<file path="src/rtl/systolic_pkg.sv">
// Shared definitions for the systolic array feeder: default sizes, FSM
// state encoding and lane slicing helper.
// Latency: n/a. Backpressure: n/a.
package systolic_pkg;

    // Default array dimension and operand width per lane.
    localparam int DEF_N  = 4;
    localparam int DEF_DW = 16;

    // Feeder FSM encoding.
    typedef enum logic [1:0] {
        IDLE  = 2'd0,
        LOAD  = 2'd1,
        FLUSH = 2'd2,
        DONE  = 2'd3
    } state_t;

    // Bit offset of lane 'lane' inside a packed vector of dw-wide lanes.
    function automatic int lane_lsb(input int lane, input int dw);
        return lane * dw;
    endfunction

endpackage

</file>
<file path="src/rtl/skew_delay_line.sv">
// Purpose: DEPTH-stage register shift line, one lane of the edge skew.
// Latency: DEPTH cycles from din to dout.
// Backpressure: none; shifts every cycle.
// Ports: clk, rst_n (async active-low), din (DW), dout (DW).
module skew_delay_line
    import systolic_pkg::*;
#(
    parameter int DEPTH = 1,
    parameter int DW    = DEF_DW
) (
    input  logic          clk,
    input  logic          rst_n,
    input  logic [DW-1:0] din,
    output logic [DW-1:0] dout
);

    logic [DW-1:0] stage [DEPTH];

    always_ff @(posedge clk or negedge rst_n) begin
        if (!rst_n) begin
            for (int s = 0; s < DEPTH; s++) begin
                stage[s] <= '0;
            end
        end else begin
            stage[0] <= din;
            for (int s = 1; s < DEPTH; s++) begin
                stage[s] <= stage[s-1];
            end
        end
    end

    assign dout = stage[DEPTH-1];

endmodule

</file>
<file path="src/rtl/systolic_skew_feeder.sv">
// Purpose: feeds west/north edges of an NxN output-stationary systolic array
//          with lane i skewed by i cycles, sequencing PE enable and done.
// Latency: accepted beat reaches lane i of both edges i+1 cycles later.
// Backpressure: in_ready high only in LOAD; stalls (in_valid low) insert zero bubbles.
// Ports: clk, rst_n, start, cfg_k, in_valid/in_ready, a_vec/b_vec (beat in),
//        a_edge/b_edge (skewed edges out), pe_enable, busy, done.
module systolic_skew_feeder
    import systolic_pkg::*;
#(
    parameter int N  = DEF_N,
    parameter int DW = DEF_DW,
    parameter int KW = 16
) (
    input  logic            clk,
    input  logic            rst_n,
    input  logic            start,
    input  logic [KW-1:0]   cfg_k,
    input  logic            in_valid,
    output logic            in_ready,
    input  logic [N*DW-1:0] a_vec,
    input  logic [N*DW-1:0] b_vec,
    output logic [N*DW-1:0] a_edge,
    output logic [N*DW-1:0] b_edge,
    output logic            pe_enable,
    output logic            busy,
    output logic            done
);

    // Drain covers N-1 lane-skew hops plus N-1 PE forwarding hops.
    localparam int             DRAIN      = 2 * N - 2;
    localparam int             DCW        = $clog2(DRAIN + 1);
    localparam logic [DCW-1:0] DRAIN_LAST = DCW'(DRAIN - 1);
    localparam logic [KW-1:0]  K_ONE      = KW'(1);

    state_t          state;
    state_t          state_nx;
    logic [KW-1:0]   k_lat;
    logic [KW-1:0]   beat_cnt;
    logic [DCW-1:0]  drain_cnt;
    logic            accept;
    logic            last_beat;
    logic            drain_end;
    logic [N*DW-1:0] a_stage;
    logic [N*DW-1:0] b_stage;

    assign in_ready  = (state == LOAD);
    assign busy      = (state != IDLE);
    assign accept    = in_ready && in_valid;
    // k_lat is never 0 in LOAD, so k_lat-1 cannot underflow here.
    assign last_beat = accept && (beat_cnt == k_lat - K_ONE);
    assign drain_end = (state == FLUSH) && (drain_cnt == DRAIN_LAST);

    // ---------------- FSM ----------------
    always_ff @(posedge clk or negedge rst_n) begin
        if (!rst_n) begin
            state <= IDLE;
        end else begin
            state <= state_nx;
        end
    end

    always_comb begin
        state_nx = state;
        unique case (state)
            IDLE: begin
                if (start) begin
                    state_nx = (cfg_k == '0) ? DONE : LOAD;
                end
            end
            LOAD: begin
                if (last_beat) begin
                    state_nx = FLUSH;
                end
            end
            FLUSH: begin
                if (drain_end) begin
                    state_nx = DONE;
                end
            end
            DONE: begin
                state_nx = IDLE;
            end
            default: begin
                state_nx = IDLE;
            end
        endcase
    end

    // ---------------- job counters ----------------
    always_ff @(posedge clk or negedge rst_n) begin
        if (!rst_n) begin
            k_lat     <= '0;
            beat_cnt  <= '0;
            drain_cnt <= '0;
        end else begin
            // start is only honoured in IDLE; a start during a job leaves k_lat alone.
            if ((state == IDLE) && start) begin
                k_lat    <= cfg_k;
                beat_cnt <= '0;
            end else if (accept) begin
                beat_cnt <= beat_cnt + K_ONE;
            end

            if (state == FLUSH) begin
                drain_cnt <= drain_cnt + DCW'(1);
            end else begin
                drain_cnt <= '0;
            end
        end
    end

    // ---------------- registered status outputs ----------------
    // Both are registered from the state, so the enable window trails the
    // LOAD/FLUSH states by one cycle, matching the lane-0 data register.
    always_ff @(posedge clk or negedge rst_n) begin
        if (!rst_n) begin
            pe_enable <= 1'b0;
            done      <= 1'b0;
        end else begin
            pe_enable <= (state == LOAD) || (state == FLUSH);
            done      <= (state == DONE);
        end
    end

    // ---------------- data path ----------------
    // Lane-0 register for every lane: captures the beat on acceptance and
    // zeros otherwise, so bubbles and drain inject zero operands.
    always_ff @(posedge clk or negedge rst_n) begin
        if (!rst_n) begin
            a_stage <= '0;
            b_stage <= '0;
        end else begin
            a_stage <= accept ? a_vec : '0;
            b_stage <= accept ? b_vec : '0;
        end
    end

    assign a_edge[lane_lsb(0, DW) +: DW] = a_stage[lane_lsb(0, DW) +: DW];
    assign b_edge[lane_lsb(0, DW) +: DW] = b_stage[lane_lsb(0, DW) +: DW];

    // Lanes 1..N-1 add i more registers after the shared input stage.
    for (genvar i = 1; i < N; i++) begin : g_lane
        skew_delay_line #(
            .DEPTH (i),
            .DW    (DW)
        ) u_a_dly (
            .clk   (clk),
            .rst_n (rst_n),
            .din   (a_stage[lane_lsb(i, DW) +: DW]),
            .dout  (a_edge[lane_lsb(i, DW) +: DW])
        );

        skew_delay_line #(
            .DEPTH (i),
            .DW    (DW)
        ) u_b_dly (
            .clk   (clk),
            .rst_n (rst_n),
            .din   (b_stage[lane_lsb(i, DW) +: DW]),
            .dout  (b_edge[lane_lsb(i, DW) +: DW])
        );
    end

endmodule

</file>
<file path="config.mk">
export PLATFORM = sky130hd
export DESIGN_NAME = systolic_skew_feeder
export DESIGN_NICKNAME = d
export VERILOG_FILES = /design/src/rtl/systolic_pkg.sv /design/src/rtl/skew_delay_line.sv /design/src/rtl/systolic_skew_feeder.sv
export SDC_FILE = /design/constraint.sdc
export NUM_CORES = 1
export LEC_CHECK = 0
export CORE_MARGIN = 1.5
export CORE_UTILIZATION = 53
export CTS_CLUSTER_DIAMETER = 40
export DETAILED_ROUTE_END_ITERATION = 10
export HOLD_SLACK_MARGIN = 0.02
export PLACE_DENSITY = 0.84
export SLEW_MARGIN = 0
export SYNTH_ARGS = -nofsm -noshare
export SYNTH_HDL_FRONTEND = slang
export SYNTH_HIERARCHICAL = 1
export SYNTH_SLANG_ARGS = --single-unit
</file>
<file path="constraint.sdc">
create_clock -name clk -period 5.87 [get_ports clk]
set_clock_uncertainty 0.1 [all_clocks]
set_input_delay 1.761 -clock clk [delete_from_list [all_inputs] [get_ports clk]]
set_output_delay 1.761 -clock clk [all_outputs]
set_load 0.05 [all_outputs]
</file>
# Word-level counts from Yosys, hierarchy flattened

Cells that the tools add are included.

Muxes and demuxes: 10
Equal/unequal tests: 8
Add/subtract/negate cells: 3
Reduce and logical (&&, ||, !) cells: 10

Operator list:

| operator                                           | count |
|---|---|
| two-way mux 64 bit                                 | 2 |
| two-way mux 16 bit                                 | 2 |
| adder 16 x 1 -> 16 bit, second input constant      | 1 |
| == test 16 bit                                     | 1 |
| zero test 16 bit                                   | 1 |
| subtractor 16 x 1 -> 16 bit, second input constant | 1 |
| two-way mux 2 bit                                  | 4 |
| case mux 2 bit (4 select lines)                    | 1 |
| == test 2 bit, second input constant               | 2 |
| logical AND 1 bit                                  | 4 |
| != test 2 bit, second input constant               | 2 |
| nonzero test 2 bit                                 | 2 |
| adder 3 x 1 -> 3 bit, second input constant        | 1 |
| == test 3 bit, second input constant               | 1 |
| two-way mux 3 bit                                  | 1 |
| AND reduction 3 bit                                | 1 |
| == test 2 x 1 -> 1 bit, second input constant      | 1 |
| zero test 2 bit                                    | 1 |
| != test 2 x 1 -> 1 bit, second input constant      | 1 |
| logical OR 1 bit                                   | 1 |

Bits in registers: 359
Bits of input ports: 148
Output and inout port bits: 132

# Longest topological paths before layout

Word-level depth: 5
Gate-level depth with buffers: 10
Mapped depth without buffers: 9

# By module

The synthesis kept the hierarchy.

By module, submodules not included:

| module                                  | instances | cells an instance | area each (µm²) | seq. area each (µm²) |
|---|---|---|---|---|
| systolic_skew_feeder                    | 1         | 585               | 6683.9          | 4179.0 |
| skew_delay_line (g_lane[3].u_a_dly ...) | 2         | 64                | 1321.3          | 1201.2 |
| skew_delay_line (g_lane[2].u_a_dly ...) | 2         | 48                | 920.9           | 800.8 |
| skew_delay_line (g_lane[1].u_a_dly ...) | 2         | 16                | 400.4           | 400.4 |

# Worst setup path after synthesis

OpenSTA, ideal clock, no wires.

Kind: in2reg
From: input in_valid
To: register beat_cnt[10]
Slack: 2.728 ns
Stages on the path: 6
Data required time: 5.692 ns
Arrival time: 2.964 ns
Buffers on the path: 1
Setup time: 0.078 ns
Cells stage by stage: and2_1 -> clkbuf_1 -> nand3_1 -> or2_2 -> or3_1 -> a21oi_1

Word-level cells in the longest chain between the ends: 2

RTL lines:

| what                                | RTL line                    | source |
|---|---|---|
| start, declared                     | systolic_skew_feeder.sv:18  | `input logic in_valid,` |
| logical AND 1 bit                   | systolic_skew_feeder.sv:48  | `assign accept = in_ready && in_valid;` |
| nonzero test 2 bit (no source line) | n/a                         |  |
| end signal, assigned                | systolic_skew_feeder.sv:101 | `beat_cnt <= beat_cnt + K_ONE;` |
| end, declared                       | systolic_skew_feeder.sv:38  | `logic [KW-1:0] beat_cnt;` |

No other way between the ends.
A chain may end at the register's enable or synchronous reset.

# Worst setup path after layout

From: register state[0]
To: output busy

Word-level cells in the longest chain between the ends: 1

RTL lines:

| what                   | RTL line                   | source |
|---|---|---|
| start, declared        | systolic_skew_feeder.sv:35 | `state_t state;` |
| start signal, assigned | systolic_skew_feeder.sv:58 | `state <= state_nx;` |
| nonzero test 2 bit     | systolic_skew_feeder.sv:47 | `assign busy = (state != IDLE);` |
| end, declared          | systolic_skew_feeder.sv:25 | `output logic busy,` |

No other way between the ends.

==> out/metrics.cfg <==
[synth]
synthAdderAreaFrac=0.009408
synthArstFlopShare=1.000
yosysTopAreaCell=dfrtp_1
synth_commonest_cells=dfrtp_1, and3_1, buf_4
syn_avg_cell_area_um2=14.23
ys.flop_type=dfrtp_1
ys_seq_elements=359
synth_top_area_frac=0.7506
synth_edf_count=0
syn_nets=998
synth_compound_area_frac=0.01631
muxShareOfSynthArea=0.001673
synth_top_family_by_area=simple AND/OR/NAND/NOR gates
syn_area_um2=11970
yosysMostFrequentCell=dfrtp_1
synth.distinct_cells=39
synth_simple_gate_area_share=0.1226
synth.area.top_cells=dfrtp_1, and3_1, buf_4
synth-xor-area-share=0.02342
yosysSeqAreaShare=0.7506
yosysWarnings=6
synthCells=841

[floorplan]
die_area_um2=23490
core_region_area_um2=21960
io_pins=280
die_x_um=153.3
num_rows=54
initial_core_util=0.5451
die_h_um=153.3

[worst_setup_path]
end_kind=output pin
crit_buf_inv=3
critical_path.most_common_cell=inv_1
cp_cell_sequence=inv_1, ha_1, inv_1, clkdlybuf4s50_1
cp.arrival_ns=2.18
path_max_fanout=4
crit_slowest_cell=clkdlybuf4s50_1
start_kind=register
worst-setup-path-type=register to output pin
reg2reg_slack_ns=2.82
crit_family=buffers and inverters
crit_required_ns=4.01
r2r_end=beat_cnt[15]
slowest_delay_ns=0.81
regToRegStartpoint=state[1]
reg2reg_depth=9

[sta]
timing.fmax_mhz=247.2
max_slew_margin=0.2623
setup_viol=0
drv_slew=0
post-route-period-util=0.6893
hold_slack_ns=0.2290
timing.setup.tns_ns=0
worstMarginPinSlew_ns=1.096
rsz0062_at_grt=no
fin_crit_ns=4.046
hold_viol_final=0

[global_routing]
grt_max_degree=144
grt_pass1_wl_mm=39.19
grt_util_all_layers=0.2170
grt_antenna_before_repair=2
overflow=0
grt_pass1_vias=7242

[place]
place_inst=1271
gp_congestion=0.9110
io_buffers=279
hpwl_mm=15.70

[hold_path]
holdPathEnd=g_lane[2].u_b_dly/stage[16]
whs_path_depth=0
hp-start=b_stage[32]
min-delay-path-class=register to register

[cts]
post_cts_resized=0
cts_setup_buffers=0
cts_buffer_depth=3
cts_sinks=359
clk-insertion-delay-late_ns=0.52
cts_buffers=41
clk_pin_slew_ns=0.06
hold_buffers=0
cts_tree=yes
h-tree-depth=2
root_buffer=clkbuf_16

[finish]
seqCellArea_um2=8984
layout.nets=1191
synthToLayoutAreaGrowth_pct=31.76
multi_input_area_um2=2088
fin_util=0.7182
drive_above_1_share=0.07910
nFillCells=1378
fin_cells=1343

[power]
power.static_leakage_nw=7.922
p_per_area_nw_per_um2=474.9
ir_worst_vdd_mv=0.6038

[routing]
vias=6758
ant_nets=0
routed_wl_mm=24.75
vias_per_cell=5.032
routedWlPerCell_um=18.43
drtIter0Drc=338
drc=46
first_pass_iters=7

[run_status]
status=finished, violations left
violations=DRC

[job]
drv_cap=0

[cell families (layout without fill, tap and decap cells)]
group / after synthesis / after routing
XOR/XNOR: 32 / 32
other: 0 / 1
adder cells (fa/ha/maj): 9 / 9
buffers and inverters: 146 / 367
multiplexers: 2 / 2
flip-flops: 359 / 359
AO/OA/AOI/OAI: 30 / 30
AND/OR/NAND/NOR: 263 / 263
[flip-flops by register name, summed over array words and instances, names as in the netlist]
register              flops
done                      1
g_lane.u_b_dly/dout      48
b_stage                  64
pe_enable                 1
k_lat                    16
g_lane.u_a_dly/stage     48
a_stage                  64
beat_cnt                 16
g_lane.u_b_dly/stage     48
drain_cnt                 3
g_lane.u_a_dly/dout      48
state                     2
[worst max path at each step]
stage / depth (start not counted) / endpoint / startpoint / slack, ns
final: 4 / busy / state[0] / 1.82
after floorplan: 6 / beat_cnt[10] / in_valid / 2.73
after global placement: 7 / beat_cnt[13] / in_valid / 2.25
after global routing: 4 / busy / state[0] / 1.71
after CTS: 4 / busy / state[0] / 1.79
after detailed placement: 7 / beat_cnt[15] / in_valid / 2.15
[metal layers]
layer | vias to the layer above | GRT usage | wire length, um
met2 | 250 | 0.3690 | 12520
li1 | 3060 | - | -
met3 | 57 | 0.06209 | 1993
met5 | - | 0 | 13
met1 | 3389 | 0.2659 | 9499
met4 | 2 | 0.07843 | 724
[report_power, final]
part / switching, mW / internal (mW) / leakage, nW / total (mW)
Combinational: 1.12 / 0.609 / 2.35 / 1.73
Clock: 0.986 / 1.67 / 0.691 / 2.65
Sequential: 0.213 / 2.89 / 4.88 / 3.10
Total: 2.32 / 5.17 / 7.92 / 7.49
[area by class of cell]
cell class | count | share of cell area
clock inverters | 21 | 0.02087
diodes | 1 | 0.0001587
well taps | 280 | 0.02222
inverters | 11 | 0.002618
multi-input cells | 336 | 0.1324
clock buffers | 50 | 0.07037
flip-flops and latches | 359 | 0.5697
repair buffers | 285 | 0.1817
[through the flow]
stage	power, mW	cell area [um^2]	setup slack, ns
final	7.489	15770	1.824
after global routing	7.804	15770	1.712
after CTS	7.553	15770	1.795
after detailed placement	4.863	14330	2.154
after global placement	4.795	14330	2.246
after floorplan	4.341	11970	2.728
[layout by cell type, fill, tap and decap left out, types with 2 or more instances in the layout]
cell / count
clkbuf_16: 41
xnor2_1: 16
nor4_1: 8
clkdlybuf4s50_1: 277
a21oi_1: 9
clkbuf_8: 5
clkinvlp_4: 5
buf_4: 5
buf_12: 2
nor2_1: 24
bufinv_16: 7
clkinv_2: 3
or3_1: 4
dfrtp_1: 359
and3_1: 130
and2_1: 2
nor3_1: 4
nand4_1: 9
nor2b_1: 2
ha_1: 8
nand2b_1: 2
nand2_1: 57
inv_6: 4
mux2i_1: 2
xor2_1: 16
nand3_1: 13
clkbuf_1: 4
o22ai_1: 2
inv_1: 11
o21ai_0: 11
Power figures use the tool's default switching activity.
